### config.mk
export PLATFORM = sky130hd
export DESIGN_NAME = fetch_stage
export DESIGN_NICKNAME = d
export VERILOG_FILES = /design/src/rtl/fetch_stage_pkg.sv /design/src/rtl/fetch_stage_fd_latch.sv /design/src/rtl/fetch_stage.sv
export SDC_FILE = /design/constraint.sdc
export NUM_CORES = 1
export LEC_CHECK = 0
export ABC_AREA = 1
export BUFFER_PORTS_ARGS = -buffer_cell sky130_fd_sc_hd__clkbuf_2
export CAP_MARGIN = 20
export CORE_ASPECT_RATIO = 2
export CORE_MARGIN = 2
export CORE_UTILIZATION = 40
export DETAILED_ROUTE_END_ITERATION = 7
export PLACE_DENSITY = 0.76
export SLEW_MARGIN = 20
export SYNTH_ARGS = -nofsm -noshare
export SYNTH_HDL_FRONTEND = slang
export SYNTH_SLANG_ARGS = --single-unit
### constraint.sdc
create_clock -name clock -period 1.6 [get_ports clock]
set_input_delay 0 -clock clock [delete_from_list [all_inputs] [get_ports clock]]
set_output_delay 0 -clock clock [all_outputs]
set_load 0.01 [all_outputs]
### src/rtl/fetch_stage_pkg.sv
// Shared definitions for the fetch stage: imem geometry, bubble encoding, FSM states
// and the layout of the 64-bit F/D bus so decode can slice it consistently.
package fetch_stage_pkg;

  localparam int          IMEM_AW  = 12;
  localparam logic [31:0] NOP_INSN = 32'h0000_0000;

  // Bit offsets of the {pc_plus1, insn} F/D bus
  localparam int FD_BUS_W    = 64;
  localparam int FD_PC1_MSB  = 63;
  localparam int FD_PC1_LSB  = 32;
  localparam int FD_INSN_MSB = 31;
  localparam int FD_INSN_LSB = 0;

  typedef enum logic {
    ST_BOOT = 1'b0,
    ST_RUN  = 1'b1
  } fetch_state_e;

  typedef enum logic [1:0] {
    PC_HOLD     = 2'd0,
    PC_INC      = 2'd1,
    PC_REDIRECT = 2'd2
  } pc_sel_e;

  typedef struct packed {
    logic        valid;
    logic [31:0] pc_plus1;
    logic [31:0] insn;
  } fd_entry_t;

  function automatic fd_entry_t fd_bubble();
    fd_entry_t b;
    b.valid    = 1'b0;
    b.pc_plus1 = 32'd0;
    b.insn     = NOP_INSN;
    return b;
  endfunction

endpackage

### src/rtl/fetch_stage_fd_latch.sv
// F/D pipeline latch: valid + pc_plus1 + insn, with load-enable and a synchronous
// bubble-insert that overrides the load.
module fd_latch
  import fetch_stage_pkg::*;
(
  input  logic        clock,
  input  logic        reset,
  input  logic        i_load,
  input  logic        i_bubble,
  input  logic [64:0] i_d,
  output logic [64:0] o_q
);

  fd_entry_t r_q;

  // NOTE: sequential state uses non-blocking (<=) so every register samples pre-edge values.
  always_ff @(posedge clock or negedge reset) begin
    if (!reset) begin
      r_q <= fd_bubble();
    end else if (i_bubble) begin
      r_q <= fd_bubble();
    end else if (i_load) begin
      r_q <= i_d;
    end
  end

  assign o_q = r_q;

endmodule

### src/rtl/fetch_stage.sv
// Instruction-fetch stage: PC register, next-PC selection, BOOT/RUN sequencing,
// F/D latch control and the free-running cycle counter.
module fetch_stage
  import fetch_stage_pkg::*;
(
  input  logic                 clock,
  input  logic                 reset,
  input  logic                 stall,
  input  logic                 flush,
  input  logic [31:0]          redirect_pc,
  output logic [IMEM_AW-1:0]   address_imem,
  input  logic [31:0]          q_imem,
  output logic                 fd_valid,
  output logic [31:0]          fd_pc_plus1,
  output logic [31:0]          fd_insn,
  output logic [FD_BUS_W-1:0]  outputFD,
  output logic [31:0]          cycles
);

  fetch_state_e r_state;
  fetch_state_e w_next_state;
  pc_sel_e      w_pc_sel;
  logic         w_fd_load;
  logic         w_fd_bubble;

  logic [31:0]  r_pc;
  logic [31:0]  w_pc_plus1;
  logic [31:0]  r_cycles;
  fd_entry_t    w_fd_d;
  fd_entry_t    w_fd_q;

  always_ff @(posedge clock or negedge reset) begin
    if (!reset) r_state <= ST_BOOT;
    else        r_state <= w_next_state;
  end

  // BOOT lasts exactly one edge; RUN is terminal until reset.
  always_comb begin
    w_next_state = r_state;
    case (r_state)
      ST_BOOT: w_next_state = ST_RUN;
      ST_RUN:  w_next_state = ST_RUN;
      default: w_next_state = ST_BOOT;
    endcase
  end

  // NOTE: every always_comb output gets a default first so no path infers a latch.
  always_comb begin
    w_pc_sel    = PC_HOLD;
    w_fd_load   = 1'b0;
    w_fd_bubble = 1'b0;
    case (r_state)
      ST_BOOT: w_fd_bubble = 1'b1;
      ST_RUN: begin
        if (flush) begin
          w_pc_sel    = PC_REDIRECT;
          w_fd_bubble = 1'b1;
        end else if (!stall) begin
          w_pc_sel  = PC_INC;
          w_fd_load = 1'b1;
        end
      end
      default: w_fd_bubble = 1'b1;
    endcase
  end

  assign w_pc_plus1 = r_pc + 32'd1;

  always_ff @(posedge clock or negedge reset) begin
    if (!reset) begin
      r_pc <= 32'd0;
    end else begin
      case (w_pc_sel)
        PC_INC:      r_pc <= w_pc_plus1;
        PC_REDIRECT: r_pc <= redirect_pc;
        default:     r_pc <= r_pc;
      endcase
    end
  end

  always_ff @(posedge clock or negedge reset) begin
    if (!reset) r_cycles <= 32'd0;
    else        r_cycles <= r_cycles + 32'd1;
  end

  assign w_fd_d.valid    = 1'b1;
  assign w_fd_d.pc_plus1 = w_pc_plus1;
  assign w_fd_d.insn     = q_imem;

  fd_latch u_fd_latch (
    .clock    (clock),
    .reset    (reset),
    .i_load   (w_fd_load),
    .i_bubble (w_fd_bubble),
    .i_d      (w_fd_d),
    .o_q      (w_fd_q)
  );

  // Address truncates; the full 32-bit PC is kept for pc_plus1 reporting.
  assign address_imem = r_pc[IMEM_AW-1:0];
  assign fd_valid     = w_fd_q.valid;
  assign fd_pc_plus1  = w_fd_q.pc_plus1;
  assign fd_insn      = w_fd_q.insn;
  assign outputFD     = {w_fd_q.pc_plus1, w_fd_q.insn};
  assign cycles       = r_cycles;

endmodule

==> impl_results.rst <==
.. list-table::
   :header-rows: 1

   * - Metric
     - Value
   * - Run status
     - completed
   * - Mapped cell area
     - 6850 um2
   * - Fraction of power spent switching nets
     - 27.7%
   * - CP Launch Type
     - flip-flop
   * - Deepest level of the CTS H-tree
     - 4
   * - Slowest Stage Delay on Critical Path
     - 400 ps
   * - Tightest slew margin relative to the limit
     - 65.0%
   * - Data required, critical path
     - 1900 ps
   * - Ratio of routed vias to standard cells
     - roughly 5
   * - Final critical-path share of the clock period
     - 98.1%
   * - Share of power burned in the clock network
     - 42.8%
   * - Post-route DRC violation count
     - 0
   * - Final weighted congestion of routability-driven global placement
     - slightly below 1
   * - Commonest cells in the netlist
     - sky130_fd_sc_hd__nand2_1 (253), sky130_fd_sc_hd__dfrtp_1 (130), sky130_fd_sc_hd__buf_4 (79), sky130_fd_sc_hd__nor2_1 (60), sky130_fd_sc_hd__inv_1 (58)
   * - Ordered cell list for the critical path
     - ha_2 -> nand2_2 -> nor2_4 -> nand3b_1 -> nor2_1 -> nand2_1 -> nand3_2 -> nand2_1
   * - Die X
     - roughly 97 um
   * - Clock network latency to the later pin of the worst-skew pair
     - 420 ps
   * - Number of antenna-violating nets in the routed design
     - 0
   * - Area occupied by multi-input gates
     - 2730 um2
   * - CTS tree
     - yes
   * - Total vias in the final route
     - 6438
   * - Io pins
     - 241
   * - Max-cap violations
     - 0
   * - Initial antenna violation count
     - 0
   * - Fin. Hold Viols
     - 0
   * - Clock transition time at the flip-flop clock pins of the worst setup and hold paths
     - 60 ps
   * - Share of the yosys chip area belonging to registers
     - a little under half
   * - Distinct cells, synth
     - 31
   * - Combinational cell fraction of total power
     - 14.2%
   * - Cell taking the most area after synthesis
     - sky130_fd_sc_hd__dfrtp_1
   * - Final Net Count
     - 1141
   * - Most used standard cell by instance count after synthesis
     - sky130_fd_sc_hd__nand2_1
   * - Synth Warn #
     - 0
   * - Number of global-route vias before repair
     - 6517
   * - Unrepaired setup endpoints after global routing
     - true
   * - Synthesized area divided by synthesized cell count
     - 8.46 um2
   * - Peak supply drop
     - 0.562 mV
   * - Final clock skew
     - 9.33 ps
   * - Peak Freq
     - 0.637 GHz
   * - Count of input and output buffers
     - 240
   * - Area delta synth->final
     - 34.3%
   * - Worst Path Class, Setup
     - flip-flop to flip-flop
   * - Sequential share of power
     - 43.0%
   * - Final slew viol count
     - 0
   * - Initial Utilization
     - 40.8%
   * - Maximum buffer depth of the clock tree
     - 2
   * - Most common cell on crit path
     - sky130_fd_sc_hd__nand2_1
   * - Post-layout instance count excluding filler cells
     - 1291
   * - Final HPWL from detailed placement
     - 15500 um
   * - Synthesized instance count
     - a little over 800
   * - Total of endpoints with negative setup slack in the final report
     - 0
   * - Power density relative to cell area
     - 943 nW/um2
   * - Die Span Y
     - 189 um
   * - Placed insts
     - 1184
   * - Router iterations before antenna repair
     - 5
   * - Count of state elements after synthesis
     - 130
   * - Portion of synthesized cell area occupied by the leading cell type
     - a little under half
   * - Total nets after synthesis
     - between 800 and 900
   * - Proportion of register bits with asynchronous set or reset after synthesis
     - 100%
   * - Storage element area
     - between 3000 and 4000 um2
   * - Data arrival time of the critical path
     - 1870 ps
   * - Number of flops mapped to enable cells by yosys
     - 0
   * - Cell-internal power
     - 6270 uW
   * - Top area cells in the synthesized netlist
     - sky130_fd_sc_hd__dfrtp_1 (48%), sky130_fd_sc_hd__nand2_1 (14%), sky130_fd_sc_hd__buf_4 (8.7%)
   * - Rows
     - 67
   * - GRT Resource Usage Total
     - approximately a quarter
   * - Tmin final
     - about 1600 ps
   * - Starting DRT DRC Count
     - 375
   * - First-pass GRT wire length
     - 32500 um
   * - Routed wire length
     - between 20000 and 25000 um
   * - TritonCTS Buffers
     - 17
   * - Wire per inst
     - around 17 um
   * - Worst-path maximum fanout
     - 4
   * - Die Area
     - 18200 um2
   * - Global route overflow
     - 0
   * - Largest net degree at the start of global routing
     - 55
   * - Type of the worst min-delay path
     - input pin to flip-flop
   * - Static Leak
     - 0.00490 uW
   * - Diode insertion count for antenna repair
     - 0
   * - Transition time of the tightest slew-check pin
     - 526 ps
   * - Most frequently used flop master after synthesis
     - sky130_fd_sc_hd__dfrtp_1
   * - Count of fill cells added during filler insertion
     - 1535
   * - Share of final-layout standard cells stronger than drive strength 1
     - ~34%
   * - Core Util, Final
     - 54.8%
   * - Net load switching power
     - 2400 uW
   * - Slowest CP cell
     - sky130_fd_sc_hd__dfrtp_1
   * - Worst hold slack across all endpoints
     - roughly 42 ps
   * - Buffer type at the clock tree root
     - sky130_fd_sc_hd__clkbuf_16
   * - Final TNS setup
     - 0 ps
   * - Core area
     - 16800 um2
   * - CTS Sinks
     - 130
   * - Kind of capture point of the worst setup path
     - flip-flop
[stage by stage]
stage / instance area (um2) / power (uW) / setup WS (ps)
finish: 9190 / 8670 / 29.6
global route: 9190 / 9050 / -59.8
CTS: 9080 / 8690 / 10.2
detailed placement: 7850 / 4810 / 30.5
global placement: 7850 / 4790 / 22.3
floorplan: 6850 / 4370 / 179
[layout by cell type, fill, tap and decap left out, types with 5 or more instances in the layout]
master,netlist,final
sky130_fd_sc_hd__clkbuf_2,0,239
sky130_fd_sc_hd__inv_1,58,58
sky130_fd_sc_hd__buf_4,79,27
sky130_fd_sc_hd__nand2_2,8,9
sky130_fd_sc_hd__a22oi_1,22,22
sky130_fd_sc_hd__dlygate4sd3_1,0,67
sky130_fd_sc_hd__a21oi_1,7,7
sky130_fd_sc_hd__xnor2_1,5,5
sky130_fd_sc_hd__a22o_1,33,33
sky130_fd_sc_hd__nor2_1,60,54
sky130_fd_sc_hd__nor2_2,13,16
sky130_fd_sc_hd__o21ai_0,7,6
sky130_fd_sc_hd__dfrtp_2,0,6
sky130_fd_sc_hd__clkbuf_16,0,17
sky130_fd_sc_hd__nand2_1,253,252
sky130_fd_sc_hd__clkinvlp_4,0,5
sky130_fd_sc_hd__nor3_2,6,6
sky130_fd_sc_hd__nand3_1,52,50
sky130_fd_sc_hd__nor3_1,6,6
sky130_fd_sc_hd__dfrtp_1,130,124
sky130_fd_sc_hd__nor2_4,9,12
sky130_fd_sc_hd__xor2_1,16,16
sky130_fd_sc_hd__nand3b_1,7,7
[logic make-up after synthesis]
logic type,after synthesis,synth area share [%]
flip-flops,130,47.5
AO/OA/AOI/OAI,76,8.42
AND/OR/NAND/NOR,423,27.7
other,1,0.0548
buffers and inverters,156,13.2
XOR/XNOR,21,2.69
adder cells (fa/ha/maj),2,0.365
[power groups by stage]
stage / clock network, uW / logic (uW) / registers, uW
final: 3710 / 1230 / 3730
after global routing: 3940 / 1360 / 3750
after CTS: 3810 / 1170 / 3710
after detailed placement: 0 / 1040 / 3770
after global placement: 0 / 1020 / 3770
after floorplan: 0 / 635 / 3740
[timing repair]
item,in CTS,in global routing
gates resized for setup,0,20
hold buffers,67,0
setup buffers,0,8
endpoints found under the hold margin,175,0
endpoints found under the setup margin,0,38
[path summary, 6_finish.rpt]
kind                       startpoint                 end  slack, ps  depth (start not counted)
min                             flush             r_pc[1]         40                          6
max                           r_pc[1]            r_pc[18]         30                          8
max in group asynchronous       reset            r_pc[13]        790                          3
min reg2reg                cycles[31]          cycles[31]        490                          2
max reg2reg                   r_pc[1]            r_pc[18]         30                          8
min in group asynchronous       reset  u_fd_latch.o_q[38]        110                          2
[critical path, delay by kind of cell (launching register included)]
kind / cells / cell delay [ps]
flops: 1 / 400
fa+ha+maj: 1 / 210
simple gates: 7 / 830
[layout make-up]
class	instances	area share [%]
inverter	62	2.54
multi-input combinational	523	29.7
tap	207	2.82
clock inverter	12	1.18
timing repair buffer	337	23.3
sequential	130	35.5
clock buffer	20	4.97
[layer usage]
metal  track usage (%)  vias to the layer above  routed length (um)
li1                  -                     3047                   -
met1              23.2                     3036                7500
met2              42.1                      285               11400
met3              4.46                       70                1120
met4              16.7                        0                1310
met5                 0                        -                   0
[flip-flops by register name, indices dropped and copies added, names as in the netlist]
signal / count
cycles: 32
r_pc: 32
r_state: 1
u_fd_latch.o_q: 65
Power figures use the tool's default switching activity.
